**src/rtl/nes_pkg.sv**
```systemverilog
// nes_pkg: definitions shared between the NES pad serial reader and the nesip
// AXI4-Lite register decode.
//   nes_state_e : reader FSM state encoding
//   BTN_*       : bit position of each button in the captured byte
//   NUM_BUTTONS : number of serial bits shifted in per frame
package nes_pkg;

  typedef enum logic [2:0] {
    IDLE   = 3'd0,
    LATCH  = 3'd1,
    CLK_LO = 3'd2,
    CLK_HI = 3'd3,
    DONE   = 3'd4
  } nes_state_e;

  localparam int NUM_BUTTONS = 8;

  localparam int BTN_A      = 0;
  localparam int BTN_B      = 1;
  localparam int BTN_SELECT = 2;
  localparam int BTN_START  = 3;
  localparam int BTN_UP     = 4;
  localparam int BTN_DOWN   = 5;
  localparam int BTN_LEFT   = 6;
  localparam int BTN_RIGHT  = 7;

endpackage : nes_pkg

```
**src/rtl/nes_sync2.sv**
```systemverilog
// nes_sync2: two-flop synchronizer for a single asynchronous input.
//   ACLK      in  clock of the destination domain
//   ARESETN   in  asynchronous active-low reset
//   d         in  asynchronous input
//   q         out synchronized output (RESET_VAL while in reset)
// The pad data line idles high (released), so resetting to 1 keeps the first
// samples after reset from reading as a spurious press.
module nes_sync2 #(
  parameter logic RESET_VAL = 1'b1
) (
  input  logic ACLK,
  input  logic ARESETN,
  input  logic d,
  output logic q
);

  logic meta_q;

  // NOTE: registers are updated with non-blocking assignments so every flop
  // samples the pre-edge value of its source; blocking here would collapse
  // the two stages into one.
  always_ff @(posedge ACLK or negedge ARESETN) begin
    if (!ARESETN) begin
      meta_q <= RESET_VAL;
      q      <= RESET_VAL;
    end else begin
      meta_q <= d;
      q      <= meta_q;
    end
  end

endmodule : nes_sync2

```
**src/rtl/nes_pad_reader.sv**
```systemverilog
// nes_pad_reader: serial front end for an NES gamepad, clocked by the AXI
// slave's ACLK. Generates the pad latch/clock strobes, shifts in 8 button bits
// and hands the decoded byte to the nesip register bank.
//   ACLK          in  system clock
//   ARESETN       in  asynchronous active-low reset
//   enable        in  periodic polling enable
//   poll_now      in  single-cycle software poll request
//   nes_data      in  pad serial data, active-low, asynchronous
//   status_ack    in  single-cycle clear of status_new
//   nes_latch     out pad latch strobe
//   nes_clk       out pad shift clock, idles high
//   buttons       out last captured byte, 1 = pressed (bit0..7 A,B,Sel,Start,U,D,L,R)
//   buttons_valid out one-cycle pulse in the cycle buttons takes a new value
//   status_new    out sticky "new frame not yet acknowledged"
//   busy          out frame read in progress
//   frame_count   out completed frames, wraps
module nes_pad_reader
  import nes_pkg::*;
#(
  parameter int unsigned LATCH_CYCLES = 600,
  parameter int unsigned HALF_CYCLES  = 300,
  parameter int unsigned POLL_CYCLES  = 833333
) (
  input  logic        ACLK,
  input  logic        ARESETN,
  input  logic        enable,
  input  logic        poll_now,
  input  logic        nes_data,
  input  logic        status_ack,
  output logic        nes_latch,
  output logic        nes_clk,
  output logic [7:0]  buttons,
  output logic        buttons_valid,
  output logic        status_new,
  output logic        busy,
  output logic [15:0] frame_count
);

  localparam int unsigned PHASE_MAX = (LATCH_CYCLES > HALF_CYCLES) ? LATCH_CYCLES : HALF_CYCLES;
  localparam int          PHASE_W   = $clog2(PHASE_MAX);
  localparam int          POLL_W    = $clog2(POLL_CYCLES);

  nes_state_e         state_q, state_d;
  logic [PHASE_W-1:0] phase_cnt;
  logic               phase_done;
  logic [2:0]         bit_idx;
  logic [7:0]         shift_q;
  logic [POLL_W-1:0]  poll_cnt;
  logic               poll_tick;
  logic               start_req;
  logic               data_sync;
  logic               sample_bit;

  nes_sync2 #(.RESET_VAL(1'b1)) u_sync (
    .ACLK    (ACLK),
    .ARESETN (ARESETN),
    .d       (nes_data),
    .q       (data_sync)
  );

  // Pad data is active-low; store 1 = pressed.
  assign sample_bit = ~data_sync;

  // ---------------------------------------------------------------------------
  // Poll timer. Ticks on its last count; a tick (or poll_now) outside IDLE is
  // simply not looked at by the FSM, so requests are dropped, never queued.
  // ---------------------------------------------------------------------------
  assign poll_tick = enable && (poll_cnt == POLL_W'(POLL_CYCLES - 1));
  assign start_req = poll_tick || poll_now;

  always_ff @(posedge ACLK or negedge ARESETN) begin
    if (!ARESETN) begin
      poll_cnt <= '0;
    end else if (!enable || poll_tick) begin
      poll_cnt <= '0;
    end else begin
      poll_cnt <= poll_cnt + 1'b1;
    end
  end

  // Phase timer end: LATCH runs LATCH_CYCLES, both clock halves HALF_CYCLES.
  assign phase_done = (state_q == LATCH) ? (phase_cnt == PHASE_W'(LATCH_CYCLES - 1))
                                         : (phase_cnt == PHASE_W'(HALF_CYCLES - 1));

  // ---------------------------------------------------------------------------
  // FSM: state register
  // ---------------------------------------------------------------------------
  always_ff @(posedge ACLK or negedge ARESETN) begin
    if (!ARESETN) state_q <= IDLE;
    else          state_q <= state_d;
  end

  // ---------------------------------------------------------------------------
  // FSM: next state
  // ---------------------------------------------------------------------------
  // NOTE: every signal assigned in a combinational block gets a default at the
  // top, so no path leaves it unassigned and no latch is inferred.
  always_comb begin
    state_d = state_q;
    unique case (state_q)
      IDLE:    if (start_req)  state_d = LATCH;
      LATCH:   if (phase_done) state_d = CLK_LO;
      CLK_LO:  if (phase_done) state_d = (bit_idx == 3'(NUM_BUTTONS - 1)) ? DONE : CLK_HI;
      CLK_HI:  if (phase_done) state_d = CLK_LO;
      DONE:    state_d = IDLE;
      default: state_d = IDLE;
    endcase
  end

  // ---------------------------------------------------------------------------
  // FSM: outputs. DONE returns nes_clk to its idle level, so the pad sees its
  // clock low for exactly HALF_CYCLES on every one of the 8 bits.
  // ---------------------------------------------------------------------------
  always_comb begin
    nes_latch = 1'b0;
    nes_clk   = 1'b1;
    busy      = 1'b1;
    unique case (state_q)
      IDLE:    busy      = 1'b0;
      LATCH:   nes_latch = 1'b1;
      CLK_LO:  nes_clk   = 1'b0;
      default: ;
    endcase
  end

  // ---------------------------------------------------------------------------
  // Datapath: phase timer, bit index, shift register and result registers.
  // buttons_valid is registered so it is high in the same cycle the new byte,
  // frame_count and status_new become visible.
  // ---------------------------------------------------------------------------
  always_ff @(posedge ACLK or negedge ARESETN) begin
    if (!ARESETN) begin
      phase_cnt     <= '0;
      bit_idx       <= '0;
      shift_q       <= '0;
      buttons       <= '0;
      buttons_valid <= 1'b0;
      status_new    <= 1'b0;
      frame_count   <= '0;
    end else begin
      // Restart the phase timer on every state change; hold it in IDLE.
      if (state_q == IDLE || state_d != state_q) phase_cnt <= '0;
      else                                       phase_cnt <= phase_cnt + 1'b1;

      if (state_q == LATCH)                    bit_idx <= '0;
      else if (state_q == CLK_HI && phase_done) bit_idx <= bit_idx + 1'b1;

      // Sample at the end of the low half, when the pad output has settled
      // and passed through the synchronizer.
      if (state_q == CLK_LO && phase_done) shift_q[bit_idx] <= sample_bit;

      buttons_valid <= (state_q == DONE);
      if (state_q == DONE) begin
        buttons     <= shift_q;
        frame_count <= frame_count + 16'd1;
      end

      // Set has priority over a coincident acknowledge.
      if (state_q == DONE)  status_new <= 1'b1;
      else if (status_ack)  status_new <= 1'b0;
    end
  end

endmodule : nes_pad_reader

```
**config.mk**
```make
export PLATFORM = sky130hd
export DESIGN_NAME = nes_pad_reader
export DESIGN_NICKNAME = d
export VERILOG_FILES = /design/src/rtl/nes_pkg.sv /design/src/rtl/nes_sync2.sv /design/src/rtl/nes_pad_reader.sv
export SDC_FILE = /design/constraint.sdc
export NUM_CORES = 1
export LEC_CHECK = 0
export BUFFER_PORTS_ARGS = -buffer_cell sky130_fd_sc_hd__buf_4
export CORE_MARGIN = 10
export CORE_UTILIZATION = 45
export DETAILED_ROUTE_END_ITERATION = 10
export HOLD_SLACK_MARGIN = 0.02
export MAX_ROUTING_LAYER = met4
export SYNTH_ARGS = -nofsm -noshare
export SYNTH_HDL_FRONTEND = slang
export SYNTH_SLANG_ARGS = --single-unit
export TNS_END_PERCENT = 10
```
**constraint.sdc**
```tcl
create_clock -name ACLK -period 3.5 [get_ports ACLK]
set_input_delay 0.175 -clock ACLK [delete_from_list [all_inputs] [get_ports ACLK]]
set_output_delay 0.175 -clock ACLK [all_outputs]
set_load 0.1 [all_outputs]
```
# == Yosys cells after proc, flatten, opt, wreduce, memory -nomap -nowiden ==
# Cells that the tools add are included.
# Widths: inputs -> output; s select.
# op_classes
addsub,4
n_lt_le_gt_ge,2
n_eq_ne,9
muxes,18
bitwise_logic,1
n_reduce_logical,12
# ops
op,count
$add 20x1->20 const B,1
$eq 20x20->1 const B,1
$mux 20,1
$mux 3,6
$add 16x1->16 const B,1
$add 10x1->10 const B,1
$eq 10x10->1 const B,1
$eq 10x9->1 const B,1
$mux 10,1
$pmux 3 s3,1
$bwmux 8,1
$mux 1,7
$eq 3x2->1 const B,2
$eq 3x3->1 const B,2
$logic_and 1x1->1,4
$lt 3x4->1 const B,1
$reduce_bool 2->1,2
$add 3x1->3 const B,1
$demux 1 s3,1
$eq 3x1->1 const B,1
$ge 3x1->1 const B,1
$logic_not 3->1,1
$logic_or 1x1->1,3
$ne 3x3->1,1
3 further kinds,3
# word_totals
regBits,72
inputBits,6
output_inout_bits,29
wordCells,57

# == Longest topological paths before layout ==
# Gate-level depths: netlist of the first run.
# logic_depth
word_depth,8
mapped_depth,7
mapped_depth_nobuf,7

# == Modules after synthesis ==
# Synthesis of the first run repeated with hierarchy kept, for this count alone.
# hier_totals
hier_cells,305
area_unflattened_um2,3313.2
# modules_own_cells
module,n_inst,cells_per_inst,area_per_inst_um2
nes_pad_reader,1,303,3260.6
nes_sync2,1,2,52.6

# == Worst setup path before layout of the first run ==
# OpenSTA, ideal clock, no wires.
# synth_timing
kind,reg2reg
start,register frame_count[4]
end,register frame_count[13]
setup_time_ns,0.159
arrival_time_ns,2.027
required_ns,3.341
setup_slack_ns,1.314
path_stages_with_launch,6
n_path_buf,0
period_less_slack_ns,2.186
cell_sequence,dfrtp_1 > and3_1 > nand3_1 > nor3_2 > nand3_1 > xnor2_1
# synth_between
elab_chain_len,1
# synth_lines
item,line_no,text
from (decl),nes_pad_reader.sv:36,output logic [15:0] frame_count
from (signal assigned),nes_pad_reader.sv:155,frame_count <= frame_count + 16'd1;
$add 16x1->16,nes_pad_reader.sv:155,
# Every way passes these cells.
# A chain may end at the register's enable or synchronous reset.

# == Worst setup path in the final report of the first run ==
# layout_timing
start,register poll_cnt[0]
end,register poll_cnt[12]
# layout_between
elab_chain_len,4
elab_cells_between_ends,5
# layout_lines
item,line_no,text
from (decl),nes_pad_reader.sv:48,logic [POLL_W-1:0] poll_cnt;
from (signal assigned),nes_pad_reader.sv:77,poll_cnt <= poll_cnt + 1'b1;
branches (longest 3 deep; another with $add 20x1->20),--,
$mux 20 (*),nes_pad_reader.sv:74,end else if (!enable || poll_tick) begin
# Every way passes the cells marked *.

==> results.toml, run 1 <==
[status]
outcome = "completed"

[synth]
ys_ff_latch = 72
synth_top_family_by_area = "simple AND/OR/NAND/NOR gates"
yosysSeqAreaShare = 0.539
synth_edf_count = 0
synth.area.top_cells = "dfrtp_1 (52%), xor2_1 (5.2%), xnor2_1 (5.0%), nor2_1 (4.6%), mux2_2 (4.0%)"
yosysMostFrequentCell = "dfrtp_1"
synth.distinct_cells = 44
yosysTopAreaCell = "dfrtp_1"
post_synth.cell_area_avg_um2 = 11.0
synth_fp_nets = 317
ys.flop_type = "dfrtp_1"
synth_compound_area_frac = 0.0471
synthArstFlopShare = 1.00
synthMuxAreaShare = 0.0523
yosysTopAreaCellShare = 0.523
syn_area_um2 = 3350
yosys-top-cells-count = "dfrtp_1 (70), nor2_1 (41), nand2_1 (21), xor2_1 (20), xnor2_1 (19)"
synthAdderAreaFrac = 0.0224
synth-xor-area-share = 0.102
synth-simple-area-share = 0.211
syn_inst = 305
yosys_warnings = 0

[layout]
nets = 358
area_growth_syn_to_layout_pct = 16.7
final_core_util = 0.539
finalNonFillerCells = 449
antenna_cells = 0
layout-drive-gt1-share = 0.217

[cts]
clk_pin_slew_ns = 0.08
cts_buffers = 9
cts_sinks = 72
clockBufferDepth = 2
post_cts_buffers = 0
worstSkewPairLatency_ns = 0.34
root_buffer = "clkbuf_8"
cts_max_level = 3
cts_tree = "yes"

[timing]
maxSlewHeadroom = 0.405
timing.final.crit_share = 0.546
hold_viol = 0
setup_viol_count_final = 0
max_freq_ghz = 0.523
worst_slew_pin_slew_ns = 0.893
slew_violations = 0
min_period_ns = 1.91
rsz0062_at_grt = "false"
skew_ns = 0.0103
tns_ns = 0

[critical_path]
critical_path_class = "flip-flop to flip-flop"
reg2reg_slack_ns = 1.59
cp_data_arrival_time_ns = 2.13
cp-start-kind = "flip-flop"
r2r_cells = 7
worstPathRequired_ns = 3.72
slowest_delay_ns = 0.43
path_cells = "inv_1, ha_1, nor4bb_1, nand4_1, o21ai_1, buf_4, nor2_1"
timing.rr.start = "poll_cnt[0]$_DFF_PN0_"
cp_max_fo = 14
crit_slowest_cell = "dfrtp_1"
endpoint_kind = "flip-flop"
rr_endpoint = "poll_cnt[12]$_DFF_PN0_"

[routing]
m1WireLength_um = 2840
ant_nets = 0
drtIter0Drc = 57
wirelength_um = 6060
dr.max_layer_used = "met4"
route.met2.wl_um = 2890
drt_pass1_iterations = 4
route.vias.total = 2240
drc = 0
vias_per_cell = 4.99
wl_per_cell_um = 13.5
wl_met3_um = 213

[global_route]
grt-ovfl-total = 0
grt_pass1_wl_um = 10600
antenna_found_initial = 0
grt_max_degree = 73
grt_pass1_vias = 2295
grt_usage = 0.116

[die]
chipWidth_um = 106
pin_count = 35
start_util = 0.462
die_area_um2 = 11300
die_h_um = 106
core_area_um2 = 7250
rows = 31

[run]
maxCapViolations = 0

[placement]
io_buffers = 34
post-dp-hpwl_um = 4290
dpl.cell_count = 432
place_congestion = 0.748

[power_and_ir_drop]
leakagePower_uw = 0.00181
powerDensity_nw_per_um2 = 375
total_power_uw = 1470
vdd.ir_drop.worst_mv = 0.169

[worst_hold_path]
min_from = "status_ack"
hold_path_class = "input port to flip-flop"
whs_path_depth = 3
hold_path_end = "status_new$_DFFE_PN0P_"
## through the flow
stage | hold WS [ns] | setup WS, ns | area [um^2]
2_1_floorplan | -0.121 | 1.31 | 3350
3_3_place_gp | 0.285 | 1.58 | 3710
3_5_place_dp | 0.288 | 1.58 | 3710
4_1_cts | 0.0871 | 1.56 | 3910
5_1_grt | 0.0964 | 1.44 | 3910
6_report | 0.0999 | 1.59 | 3910
## cell families after synthesis
group,after synthesis
and+or+nand+nor,128
DFF,72
xor gates and xnor gates,39
AOI/OAI and AO/OA,22
buffers and inverters,22
muxes,16
adders and majority gates,6
## cells in the final DEF (no fill, tap or decap), types with 10 or more instances in the layout
master / instances
dfrtp_1: 70
nor2_1: 41
buf_4: 36
nand2_1: 21
xor2_1: 20
xnor2_1: 19
nand3_1: 18
inv_1: 13
mux2_2: 12
clkbuf_8: 11
nand4_1: 10
## final cells by class
type	instances	area, um^2
Clock buffer	11	151
Clock inverter	4	28.8
Fill cell	669	3340
Inverter	14	52.6
Multi-Input combinational cell	211	1460
Sequential cell	72	1800
Tap cell	99	124
Timing Repair Buffer	38	290
## per-layer routing
layer	vias to the layer above	global-route usage
met3	16	0.0254
met5	-	-
met1	1066	0.139
met2	33	0.182
met4	0	0.0580
li1	1125	-
## worst max-delay path by stage
stage | startpoint | endpoint | slack, ns | depth (start not counted)
finish | poll_cnt[0]$_DFF_PN0_ | poll_cnt[12]$_DFF_PN0_ | 1.59 | 7
global route | poll_cnt[0]$_DFF_PN0_ | poll_cnt[12]$_DFF_PN0_ | 1.44 | 7
CTS | poll_cnt[0]$_DFF_PN0_ | poll_cnt[12]$_DFF_PN0_ | 1.56 | 7
detailed placement | poll_cnt[0]$_DFF_PN0_ | poll_cnt[10]$_DFF_PN0_ | 1.58 | 7
global placement | poll_cnt[0]$_DFF_PN0_ | poll_cnt[6]$_DFF_PN0_ | 1.58 | 7
floorplan | frame_count[4]$_DFFE_PN0P_ | frame_count[13]$_DFFE_PN0P_ | 1.31 | 5
## worst max-delay path, delay by kind of cell (launching register included)
kind | cells | cell delay (ns)
flip-flops | 1 | 0.43
AND/OR/NAND/NOR | 3 | 0.43
AO/OA/AOI/OAI | 1 | 0.43
buffers and inverters | 2 | 0.37
adder cells (fa/ha/maj) | 1 | 0.13
## power by group
part	leakage [uW]	total, uW	switching [uW]	internal, uW
Clock	0.0000878	592	299	293
Combinational	0.000749	33.3	23.3	10.0
Sequential	0.000977	841	4.98	836
Total	0.00181	1470	328	1140
## sequential cells by signal (all words and copies together), names as in the netlist
signal,cells
bit_idx,3
buttons,8
buttons_valid,1
frame_count,16
phase_cnt,10
poll_cnt,20
shift_q,8
state_q,3
status_new,1
u_sync.meta_q,1
u_sync.q,1
## timing repair
item,in CTS,in global routing
endpoints found under the hold margin,71,0
hold buffers,2,0
resized for setup,0,0
(Power assumes the default switching activity.)
==> run 2: changes to the inputs <==
--- a/config.mk
+++ b/config.mk
@@ -5,12 +5,14 @@
 export SDC_FILE = /design/constraint.sdc
 export NUM_CORES = 1
 export LEC_CHECK = 0
+export ABC_AREA = 1
 export BUFFER_PORTS_ARGS = -buffer_cell sky130_fd_sc_hd__buf_4
 export CORE_MARGIN = 10
 export CORE_UTILIZATION = 45
 export DETAILED_ROUTE_END_ITERATION = 10
 export HOLD_SLACK_MARGIN = 0.02
 export MAX_ROUTING_LAYER = met4
+export PLACE_DENSITY = 0.66
 export SYNTH_ARGS = -nofsm -noshare
 export SYNTH_HDL_FRONTEND = slang
 export SYNTH_SLANG_ARGS = --single-unit
==> constraint.sdc (replaced) <==
create_clock -name ACLK -period 1.55 [get_ports ACLK]
set_input_delay 0.0775 -clock ACLK [delete_from_list [all_inputs] [get_ports ACLK]]
set_output_delay 0.0775 -clock ACLK [all_outputs]
set_load 0.1 [all_outputs]
==> run 2 against run 1 <==
  * The flow now finishes with violations (negative setup slack)
  * Sequential power rose by 120%
  * Flip-flop and latch count did not move
  * Global-route usage rose by 2.7 points
  * Highest routed layer unchanged
  * Die area rose by 5.9%
  * Non-clock buffer count rose by 63
  * Power rose by 140%
  * Hold slack improved by 0.059 ns
==> results.toml, run 2 <==
[power_and_ir_drop]
vdd.ir_drop.worst_mv = 0.539
total_power_uw = 3470
leakagePower_uw = 0.00249
powerDensity_nw_per_um2 = 702

[layout]
reg_top3 = "poll_cnt (20), frame_count (16), phase_cnt (10)"
area_growth_syn_to_layout_pct = 37.5
final_area_um2 = 4940
largest_register_ffs = 20
layout-drive-gt1-share = 0.378
final_common_cell = "buf_4"
nets = 520
layout_common_cells = "buf_4 (93), nand2_1 (68), dfrtp_1 (63)"
antenna_cells = 0
max_flop_register = "poll_cnt"

[critical_path]
worstPathRequired_ns = 1.81
cp-start-kind = "flip-flop"
cp_top_family = "simple AND/OR/NAND/NOR gates"
crit_start = "poll_cnt[0]$_DFF_PN0_"
path_cells = "inv_1, ha_2, nand3_2, nor2_2, nand3_2, nand2_2, nand2_2, nand4_1, buf_4, nand2_8, nor3_2"
endpoint_kind = "flip-flop"
crit_slowest_cell = "dfrtp_1"
cp_max_fo = 5
critical_path_class = "flip-flop to flip-flop"
slowest_delay_ns = 0.42
timing.rr.start = "poll_cnt[0]$_DFF_PN0_"
cp_num_buf_inv = 2
cp_data_arrival_time_ns = 2.00

[cts]
cts_buffers = 9
cts_tree = "yes"
clk_pin_slew_ns = 0.07
worstSkewPairLatency_ns = 0.34
cts_sinks = 72
root_buffer = "clkbuf_8"
cts_max_level = 3
clockBufferDepth = 2

[global_route]
use_met2 = 0.236
grt_usage = 0.143
use_met1 = 0.165
grt_pass1_wl_um = 13400
grt_util_met3 = 0.0374
antenna_found_initial = 0
busiest_layer = "met2"
grt_max_degree = 34
grt_pass1_vias = 2913
grt-ovfl-total = 0

[timing]
fin_ws_ns = -0.193
rsz0062_at_grt = "true"
worst_slew_pin_slew_ns = 0.433
holdWs_ns = 0.159
slew_violations = 0
timing.final.crit_share = 1.12
skew_ns = 0.00673
hold_viol = 0
tns_ns = -4.44
maxSlewHeadroom = 0.711
max_freq_ghz = 0.574
setup_viol_count_final = 33
min_period_ns = 1.74

[die]
rows = 32
chipWidth_um = 109
core_area_um2 = 7770
die_h_um = 109
pin_count = 35
die_area_um2 = 12000
start_util = 0.463

[synth]
synthMuxAreaShare = 0
yosys_warnings = 0
synth_fp_nets = 408
synthAdderAreaFrac = 0.0209
synth.distinct_cells = 34
syn_inst = 396
synth-simple-area-share = 0.287
yosysMostFrequentCell = "nand2_1"
syn_area_um2 = 3600
yosys-top-cells-count = "nand2_1 (74), dfrtp_1 (70), inv_1 (54), nor2_1 (38)"
synth_edf_count = 0
synthArstFlopShare = 1.00
yosysSeqAreaShare = 0.502
ys.flop_type = "dfrtp_1"
yosysTopAreaCellShare = 0.487
post_synth.cell_area_avg_um2 = 9.08
synth-xor-area-share = 0.0706
yosysTopAreaCell = "dfrtp_1"
synth.area.top_cells = "dfrtp_1 (49%), nand2_1 (7.7%), inv_1 (5.6%), xor2_1 (4.1%), nor2_1 (4.0%)"
synth_top_family_by_area = "simple AND/OR/NAND/NOR gates"
ys_ff_latch = 72
synth_compound_area_frac = 0.0550

[routing]
wirelength_um = 7880
wl_per_cell_um = 12.8
route.vias.total = 2935
drtIter0Drc = 146
drc = 0
vias_per_cell = 4.77
drt_pass1_iterations = 4
ant_nets = 0

[worst_hold_path]
hold_path_class = "input port to flip-flop"
min_from = "poll_now"

[run]
maxCapViolations = 0

[placement]
pre_cts_ws_ns = -0.162
dpl_cell_area_um2 = 4460
io_buffers = 34
place_congestion = 0.831
post-dp-hpwl_um = 5430

[status]
outcome = "finished with violations"
violations = "negative setup slack"
-- run 2: worst reg2reg max path: stages (launching register included) --
cell	delay, ns
dfrtp_1	0.42
inv_1	0.08
ha_2	0.20
nand3_2	0.10
nor2_2	0.14
nand3_2	0.09
nand2_2	0.08
nand2_2	0.05
nand4_1	0.13
buf_4	0.16
nand2_8	0.08
nor3_2	0.15
-- run 2: path summary, 6_finish.rpt --
path	endpoint	slack [ns]	cells past startpoint
min	state_q[0]$_DFF_PN0_	0.16	5
min reg2reg	u_sync.q$_DFF_PN1_	0.36	0
max in group asynchronous	frame_count[5]$_DFFE_PN0P_	0.80	3
min in group asynchronous	poll_cnt[4]$_DFF_PN0_	0.22	2
max	phase_cnt[0]$_DFF_PN0_	-0.19	11
max reg2reg	phase_cnt[0]$_DFF_PN0_	-0.19	11
-- run 2: per-stage QoR --
stage | instances | util
final | 615 | 0.636
after global routing | 615 | 0.636
after CTS | 614 | 0.626
after detailed placement | 588 | 0.574
after global placement | 588 | 0.574
after floorplan | 396 | -
-- run 2: what timing repair did --
action,4_1_cts,5_1_grt
pin swaps,13,9
setup buffers,5,1
endpoints found under the hold margin,33,0
gates resized for setup,28,19
hold buffers,3,0
gates cloned,2,0
endpoints found under the setup margin,40,49
-- run 2: metal layers --
metal / share of wire / routed length [um]
met3: 0.036 / 287
met2: 0.51 / 4020
met1: 0.44 / 3450
met4: 0.016 / 127
met5: 0 / 0
-- run 2: power by group --
| group | switching [uW] | internal, uW | leakage (uW) | total, uW |
|---|---|---|---|---|
| logic | 70.9 | 43.3 | 0.00142 | 114 |
| clock network | 676 | 785 | 0.0000993 | 1460 |
| registers | 6.34 | 1890 | 0.000970 | 1890 |
| total | 753 | 2720 | 0.00249 | 3470 |
-- run 2: final cells by class --
| type | count | area, um^2 |
|---|---|---|
| fillers | 668 | 2820 |
| flip-flops and latches | 72 | 1810 |
| multi-input cells | 264 | 1770 |
| repair buffers | 101 | 806 |
| inverters | 60 | 225 |
| clock buffers | 11 | 141 |
| well taps | 102 | 128 |
| clock inverters | 5 | 56.3 |
-- run 2: cells by family (layout without fill, tap and decap cells) --
group	Yosys count	in the layout
simple gates	189	191
flops	72	72
buf+inv	62	177
compound gates	38	38
xor+xnor	29	29
fa+ha+maj	6	6
==> run 3: changes to the inputs <==
--- a/config.mk
+++ b/config.mk
@@ -13,6 +13,8 @@
 export HOLD_SLACK_MARGIN = 0.02
 export MAX_ROUTING_LAYER = met4
 export PLACE_DENSITY = 0.66
+export SETUP_SLACK_MARGIN = 0.15
+export SLEW_MARGIN = 20
 export SYNTH_ARGS = -nofsm -noshare
 export SYNTH_HDL_FRONTEND = slang
 export SYNTH_SLANG_ARGS = --single-unit
==> run 3 against run 2 <==
  * The run still ends with negative setup slack left
  * Sequential power hardly changed
  * Non-clock buffer count is 4 higher
  * Global-route usage is 0.79 points higher
  * Sequential share of layout area is 1.1 points lower
  * Clock skew hardly changed
  * Power is 14% higher
==> results.toml, run 3 (same netlist as run 2, synthesis figures left out) <==
[timing]
rsz0062_at_grt = "true"
holdWs_ns = 0.141
timing.final.crit_share = 1.11
max_freq_ghz = 0.581
skew_ns = 0.00685
setup_viol_count_final = 36
hold_viol = 0
maxSlewHeadroom = 0.795
min_period_ns = 1.72
fin_ws_ns = -0.170
slew_violations = 0
worst_slew_pin_slew_ns = 0.304
tns_ns = -2.30

[critical_path]
cp_data_arrival_time_ns = 2.00
critical_path_class = "flip-flop to flip-flop"
r2r_cells = 11
endpoint_kind = "flip-flop"
worstPathRequired_ns = 1.83
cp_max_fo = 5
cp-start-kind = "flip-flop"

[layout]
antenna_cells = 0
seq_area_um2 = 1810
layout_common_cells = "buf_4 (94), nand2_1 (67), dfrtp_1 (62)"
max_flop_register = "poll_cnt"
reg_top3 = "poll_cnt (20), frame_count (16), phase_cnt (10)"
final_common_cell = "buf_4"
area_growth_syn_to_layout_pct = 41.8
nets = 524
layout-drive-gt1-share = 0.398
largest_register_ffs = 20
multiInputGateArea_um2 = 1820
fillCellCount = 634

[cts]
cts_sinks = 72
cts_tree = "yes"
worstSkewPairLatency_ns = 0.35
root_buffer = "clkbuf_8"
clockBufferDepth = 2
clk_pin_slew_ns = 0.07
cts_buffers = 9
cts_max_level = 3

[run]
maxCapViolations = 0

[global_route]
grt_max_degree = 51
antenna_found_initial = 0
grt_usage = 0.151
grt_pass1_wl_um = 14200
grt-ovfl-total = 0
grt_pass1_vias = 3122

[status]
violations = "negative setup slack"
outcome = "finished with violations"

[die]
rows = 32
core_area_um2 = 7770
start_util = 0.463
pin_count = 35
die_area_um2 = 12000
die_h_um = 109
chipWidth_um = 109

[worst_hold_path]
whs_path_depth = 5
hold_path_class = "input port to flip-flop"

[power_and_ir_drop]
leakagePower_uw = 0.00254
vdd.ir_drop.worst_mv = 0.500
powerDensity_nw_per_um2 = 777
total_power_uw = 3960

[routing]
drtIter0Drc = 110
route.vias.total = 3019
wirelength_um = 8550
ant_nets = 0
drt_pass1_iterations = 4
vias_per_cell = 4.88
wl_per_cell_um = 13.8
drc = 0

[placement]
place_congestion = 0.877
io_buffers = 34
post-dp-hpwl_um = 5500
run 3: what timing repair did:
action / CTS / global route
hold buffers: 3 / 0
hold endpoints to repair: 72 / 0
buffers inserted: 7 / 3
setup endpoints to repair: 54 / 66
resized for setup: 34 / 31
gates cloned: 2 / 0
pin swaps: 17 / 15
run 3: layout make-up:
type	count	share of cell area
multi-input combinational	264	0.356
tap	102	0.0250
timing repair buffer	105	0.168
inverter	60	0.0442
sequential	72	0.356
clock inverter	5	0.0253
clock buffer	11	0.0258
run 3: worst paths after layout:
| path | slack (ns) | endpoint | start |
|---|---|---|---|
| max in group asynchronous | 0.77 | u_sync.meta_q$_DFF_PN1_ | ARESETN |
| max reg2reg | -0.17 | phase_cnt[0]$_DFF_PN0_ | poll_cnt[1]$_DFF_PN0_ |
| max | -0.17 | phase_cnt[0]$_DFF_PN0_ | poll_cnt[1]$_DFF_PN0_ |
| min in group asynchronous | 0.16 | poll_cnt[2]$_DFF_PN0_ | ARESETN |
| min | 0.14 | state_q[0]$_DFF_PN0_ | poll_now |
| min reg2reg | 0.35 | u_sync.q$_DFF_PN1_ | u_sync.meta_q$_DFF_PN1_ |
run 3: worst max-delay path, stage by stage, from the launching register on:
cell and delay [ns]:
dfrtp_1 0.40, inv_1 0.06, ha_2 0.19, nand3_2 0.12, nor2_2 0.14, nand3_2 0.11
nand2_2 0.08, nand2_2 0.05, nand4_1 0.11, buf_4 0.16, nand2_8 0.07, nor3_4 0.16
run 3: report_power, final:
part	leakage [uW]	switching (uW)	internal, uW	total, uW
Clock	0.000128	717	1240	1950
Combinational	0.00144	73.3	42.2	116
Sequential	0.000970	5.95	1890	1890
Total	0.00254	797	3170	3960
run 3: stage by stage:
step / util / instance area [um^2] / setup WS, ns / instances
3_5_place_dp: 0.574 / 4460 / -0.117 / 588
3_3_place_gp: 0.574 / 4460 / -0.0679 / 588
2_1_floorplan: - / 3630 / -0.433 / 396
5_1_grt: 0.656 / 5100 / -0.321 / 619
6_report: 0.656 / 5100 / -0.170 / 619
4_1_cts: 0.637 / 4950 / -0.117 / 616
run 3: layer usage:
metal	wire, um	track usage	up-vias
li1	-	-	1496
met1	3550	0.169	1462
met2	4490	0.260	45
met3	319	0.0380	16
met4	186	0.0455	0
met5	0	-	-
